File: src/rtl/regset_arbiter.sv
// regset_arbiter: two-requester round-robin arbiter and sequencer for the
// 8x4 register set. One transaction takes three clocks: grant (IDLE->ACCESS),
// regset access on the intervening negedge (ACCESS->DONE), release (DONE->IDLE).
// All outputs come straight from registers.
module regset_arbiter #(
    parameter int DW = 4,
    parameter int AW = 3
) (
    input  logic          Clk,
    input  logic          Rst_n,
    // port A
    input  logic          Req_A,
    input  logic          RW_A,
    input  logic [AW-1:0] Addr_A,
    input  logic [DW-1:0] Wdata_A,
    output logic          Gnt_A,
    output logic          Done_A,
    output logic [DW-1:0] Rdata_A,
    // port B
    input  logic          Req_B,
    input  logic          RW_B,
    input  logic [AW-1:0] Addr_B,
    input  logic [DW-1:0] Wdata_B,
    output logic          Gnt_B,
    output logic          Done_B,
    output logic [DW-1:0] Rdata_B,
    // status
    output logic          Busy,
    // regset side
    output logic [AW-1:0] Rs_Address,
    output logic          Rs_RW,
    output logic [DW-1:0] Rs_Data_in,
    input  logic [DW-1:0] Rs_Data_out
);

    typedef enum logic [1:0] {
        S_IDLE   = 2'd0,
        S_ACCESS = 2'd1,
        S_DONE   = 2'd2
    } state_t;

    // Port identifiers used for owner/last tracking
    localparam logic PORT_A = 1'b0;
    localparam logic PORT_B = 1'b1;

    state_t        state_q,   state_d;
    logic          owner_q,   owner_d;
    logic          last_q,    last_d;
    logic          op_wr_q,   op_wr_d;
    logic [AW-1:0] rs_addr_q, rs_addr_d;
    logic          rs_rw_q,   rs_rw_d;
    logic [DW-1:0] rs_din_q,  rs_din_d;
    logic          gnt_a_q,   gnt_a_d;
    logic          gnt_b_q,   gnt_b_d;
    logic          done_a_q,  done_a_d;
    logic          done_b_q,  done_b_d;
    logic [DW-1:0] rdata_a_q, rdata_a_d;
    logic [DW-1:0] rdata_b_q, rdata_b_d;
    logic          busy_q,    busy_d;

    logic          pick_b;

    // State and output registers; reset leaves Last = B so A wins the first tie
    always_ff @(posedge Clk or negedge Rst_n) begin
        if (!Rst_n) begin
            state_q   <= S_IDLE;
            owner_q   <= PORT_A;
            last_q    <= PORT_B;
            op_wr_q   <= 1'b0;
            rs_addr_q <= '0;
            rs_rw_q   <= 1'b0;
            rs_din_q  <= '0;
            gnt_a_q   <= 1'b0;
            gnt_b_q   <= 1'b0;
            done_a_q  <= 1'b0;
            done_b_q  <= 1'b0;
            rdata_a_q <= '0;
            rdata_b_q <= '0;
            busy_q    <= 1'b0;
        end else begin
            state_q   <= state_d;
            owner_q   <= owner_d;
            last_q    <= last_d;
            op_wr_q   <= op_wr_d;
            rs_addr_q <= rs_addr_d;
            rs_rw_q   <= rs_rw_d;
            rs_din_q  <= rs_din_d;
            gnt_a_q   <= gnt_a_d;
            gnt_b_q   <= gnt_b_d;
            done_a_q  <= done_a_d;
            done_b_q  <= done_b_d;
            rdata_a_q <= rdata_a_d;
            rdata_b_q <= rdata_b_d;
            busy_q    <= busy_d;
        end
    end

    // Next-state and next-output logic; Rs_RW defaults low so it can only be
    // high for the single ACCESS cycle that follows a write grant
    always_comb begin
        state_d   = state_q;
        owner_d   = owner_q;
        last_d    = last_q;
        op_wr_d   = op_wr_q;
        rs_addr_d = rs_addr_q;
        rs_rw_d   = 1'b0;
        rs_din_d  = rs_din_q;
        gnt_a_d   = gnt_a_q;
        gnt_b_d   = gnt_b_q;
        done_a_d  = done_a_q;
        done_b_d  = done_b_q;
        rdata_a_d = rdata_a_q;
        rdata_b_d = rdata_b_q;
        pick_b    = 1'b0;

        case (state_q)
            S_IDLE: begin
                if (Req_A || Req_B) begin
                    // B wins when it is alone, or on a tie when A was served last
                    pick_b    = Req_B && (!Req_A || (last_q == PORT_A));
                    owner_d   = pick_b ? PORT_B : PORT_A;
                    last_d    = pick_b ? PORT_B : PORT_A;
                    op_wr_d   = pick_b ? RW_B    : RW_A;
                    rs_addr_d = pick_b ? Addr_B  : Addr_A;
                    rs_din_d  = pick_b ? Wdata_B : Wdata_A;
                    rs_rw_d   = pick_b ? RW_B    : RW_A;
                    gnt_a_d   = !pick_b;
                    gnt_b_d   = pick_b;
                    state_d   = S_ACCESS;
                end
            end

            S_ACCESS: begin
                // The regset acted on the negedge inside this cycle. Read data
                // is captured only for reads; after a write Data_out is Z.
                if (owner_q == PORT_B) begin
                    done_b_d = 1'b1;
                    if (!op_wr_q) rdata_b_d = Rs_Data_out;
                end else begin
                    done_a_d = 1'b1;
                    if (!op_wr_q) rdata_a_d = Rs_Data_out;
                end
                state_d = S_DONE;
            end

            S_DONE: begin
                done_a_d = 1'b0;
                done_b_d = 1'b0;
                gnt_a_d  = 1'b0;
                gnt_b_d  = 1'b0;
                state_d  = S_IDLE;
            end

            default: begin
                gnt_a_d  = 1'b0;
                gnt_b_d  = 1'b0;
                done_a_d = 1'b0;
                done_b_d = 1'b0;
                state_d  = S_IDLE;
            end
        endcase

        busy_d = (state_d != S_IDLE);
    end

    assign Gnt_A      = gnt_a_q;
    assign Gnt_B      = gnt_b_q;
    assign Done_A     = done_a_q;
    assign Done_B     = done_b_q;
    assign Rdata_A    = rdata_a_q;
    assign Rdata_B    = rdata_b_q;
    assign Busy       = busy_q;
    assign Rs_Address = rs_addr_q;
    assign Rs_RW      = rs_rw_q;
    assign Rs_Data_in = rs_din_q;

endmodule

File: config.mk
export PLATFORM = sky130hd
export DESIGN_NAME = regset_arbiter
export DESIGN_NICKNAME = d
export VERILOG_FILES = /design/src/rtl/regset_arbiter.sv
export SDC_FILE = /design/constraint.sdc
export NUM_CORES = 1
export LEC_CHECK = 0
export CAP_MARGIN = 15
export CORE_ASPECT_RATIO = 1.75
export CORE_MARGIN = 1
export CORE_UTILIZATION = 40
export DETAILED_ROUTE_END_ITERATION = 6
export DONT_BUFFER_PORTS = 1
export PLACE_DENSITY = 0.58
export SETUP_SLACK_MARGIN = 0.02
export SYNTH_ARGS = -nofsm -noshare
export SYNTH_HDL_FRONTEND = slang
export SYNTH_SLANG_ARGS = --single-unit
File: constraint.sdc
create_clock -name Clk -period 3.8 [get_ports Clk]
set_clock_uncertainty 0.1 [all_clocks]
set_input_delay 0.57 -clock Clk [delete_from_list [all_inputs] [get_ports Clk]]
set_output_delay 0.57 -clock Clk [all_outputs]
set_load 0.02 [all_outputs]
==> results.yml <==
sta:
  setup_viol: 0
  clock.fmax_ghz: 0.551
  rsz0062_at_grt: "no"
  finalMaxSlewViolations: 0
  post-route-min-period_ns: 1.81
  final_hold_viol_count: 0
  fin_crit_sh: 0.477
  tightest_slew_ns: 0.935
  setup_tns_ns: 0
  slew_headroom: 0.373
clocking:
  hold_buffers: 1
  htreeDepth: 1
  cts_root_buf: "clkbuf_8"
  cts_max_path_buffers: 2
  numClockSinks: 26
  worstSkewPairLatency_ns: 0.27
  post_cts_buffers: 0
  numCtsBuffers: 3
  cts_resized: 0
  clk_pin_slew_ns: 0.09
  cts_tree: "built"
floorplan:
  core-area_um2: 2550
  fp.dieW_um: 41.8
  num_io_pins: 45
  start_util: 0.434
  die_area_um2: 2990
  die_height_um: 71.6
  rows: 24
logic_synthesis:
  yosysWarnings: 0
  syn_area_um2: 1110
  synth_ff_type: "dfrtp_1"
  synthTopCellsByCount: "dfrtp_1 (25), mux2_2 (22), inv_1 (7)"
  synth_nets: 107
  syn_inst: 83
  yosys.area.top_type: "dfrtp_1"
  post_synth_num_cell_types: 20
  synth_seq_area_share: 0.588
  synth.area.top_cells: "dfrtp_1 (56%), mux2_2 (22%), dfstp_2 (2.4%), inv_1 (2.4%), a21oi_1 (2.3%)"
  async_reset_ff_frac: 1.00
  synth_edf_count: 0
  yosys_register_bits: 26
  synth_most_common_cell: "dfrtp_1"
  synth.avg_cell_area_um2: 13.4
  yosysTopAreaCellShare: 0.564
layout:
  fillers: 248
  drive_above_1_share: 0.329
  areaGrowthSynthToFinish_pct: 6.32
  fin_cells: 111
  register_area_um2: 652
  multiInputGateArea_um2: 403
  final_nets: 110
  diodes: 0
  post-route-util: 0.462
global_route:
  antenna_found_initial: 0
  met1_usage: 0.147
  grt_max_degree: 26
  gr-total-overflow: 0
  grt_pass1_wl_mm: 3.11
  use_met3: 0.0353
  track_usage: 0.140
  gr-usage-met2: 0.245
  grt-busiest-layer: "met2"
  grt_pass1_vias: 679
worst_setup_path:
  worstSetupPathType: "flip-flop to flip-flop"
  startpoint_type: "flip-flop"
  worstPathRequired_ns: 3.85
  max_stage_delay_ns: 0.54
  r2r_cells: 3
  cp-end-kind: "flip-flop"
  path_cells: "nor2_1, o21ai_1, mux2_2"
  critPathArrivalTime_ns: 1.87
  path_max_fanout: 12
  crit_slowest_cell: "dfrtp_1"
place:
  post-place-cells: 106
  io_buffers: 0
  dp_hpwl_mm: 1.40
  place.gp.congestion: 0.673
detailed_routing:
  ant_nets: 0
  routed_via_density: 5.80
  num_vias: 644
  drt_pass1_iterations: 4
  wl_per_cell_um: 17.1
  drt_iter0_drc: 12
  drc: 0
  wl_mm: 1.90
power:
  p_leak_nw: 0.541
  intPower_mw: 0.648
  switching_share: 0.403
  p_comb_frac: 0.246
  peakVddDrop_mv: 0.400
  power.share.clock: 0.142
  seqPwrFrac: 0.612
  p_per_area_nw_per_um2: 921
  switchingPower_mw: 0.438
run_status:
  status: "completed"
flow_run:
  drv_cap: 0
hold_path:
  hp-class: "input pin to async pin"
## worst paths after layout
check	start	end	slack (ns)
hold / removal	Rst_n	Rs_Data_in[3]	0.007
max in group asynchronous	Rst_n	Gnt_A	3.44
setup reg to reg	state_q[0]	Rs_Address[2]	1.99
setup / recovery	state_q[0]	Rs_Address[2]	1.99
hold reg to reg	owner_q	owner_q	0.45
min in group Clk	Req_A	last_q	0.28
## cell families after synthesis
family | Yosys count | synth area share
AO/OA/AOI/OAI | 13 | 0.0734
buffers and inverters | 10 | 0.0485
flip-flops | 26 | 0.588
multiplexers | 24 | 0.242
AND/OR/NAND/NOR | 10 | 0.0485
## cell type report
type | count | area share
Clock buffer | 4 | 0.0382
Inverter | 7 | 0.0223
Multi-Input combinational cell | 47 | 0.342
Sequential cell | 26 | 0.553
Tap cell | 26 | 0.0276
Timing Repair Buffer | 1 | 0.0170
## flip-flops by register name (all words and copies together) (netlist names), 2 cells and up
signal / flops
Rdata_B: 4
Rs_Address: 3
Rs_Data_in: 4
state_q: 2
Rdata_A: 4
## worst max-delay path, delay by kind of cell, from the launching register on
kind,cells,cell delay [ns]
and+or+nand+nor,1,0.14
muxes,1,0.41
DFF,1,0.54
AOI/OAI and AO/OA,1,0.52
## power groups by stage
stage / logic, mW / registers [mW] / clock network [mW]
finish: 0.267 / 0.664 / 0.154
global route: 0.297 / 0.686 / 0.168
global placement: 0.254 / 0.669 / 0
detailed placement: 0.264 / 0.675 / 0
CTS: 0.273 / 0.669 / 0.161
floorplan: 0.257 / 0.631 / 0
## cell usage in the layout, fill, tap and decap left out
cell	instances
dfrtp_1	25
mux2i_1	2
nor2b_1	1
o21ai_0	1
inv_1	7
a31oi_1	1
nor2_1	4
dfstp_2	1
clkbuf_8	3
nand2_1	1
nand2b_4	1
a22oi_1	1
nor3_1	3
a21o_1	1
clkbuf_1	1
a21oi_1	5
o21bai_1	1
a21bo_1	1
buf_12	1
mux2_2	22
o211ai_1	1
o21ai_1	1
## through the flow
step	power (mW)	area, um^2	hold WS, ns	worst slack (ns)
finish	1.09	1180	0.00687	1.99
global route	1.15	1180	0.000954	1.82
CTS	1.10	1180	0.00388	1.95
detailed placement	0.939	1110	0.175	1.81
global placement	0.924	1110	0.175	1.84
floorplan	0.889	1110	0.174	2.15
## metal layers
layer	part of all wire	wire, um
met5	0	0
met4	0.025	47
met1	0.37	700
met2	0.54	1020
met3	0.067	127
Note: power is estimated with default switching activity, not from simulation.
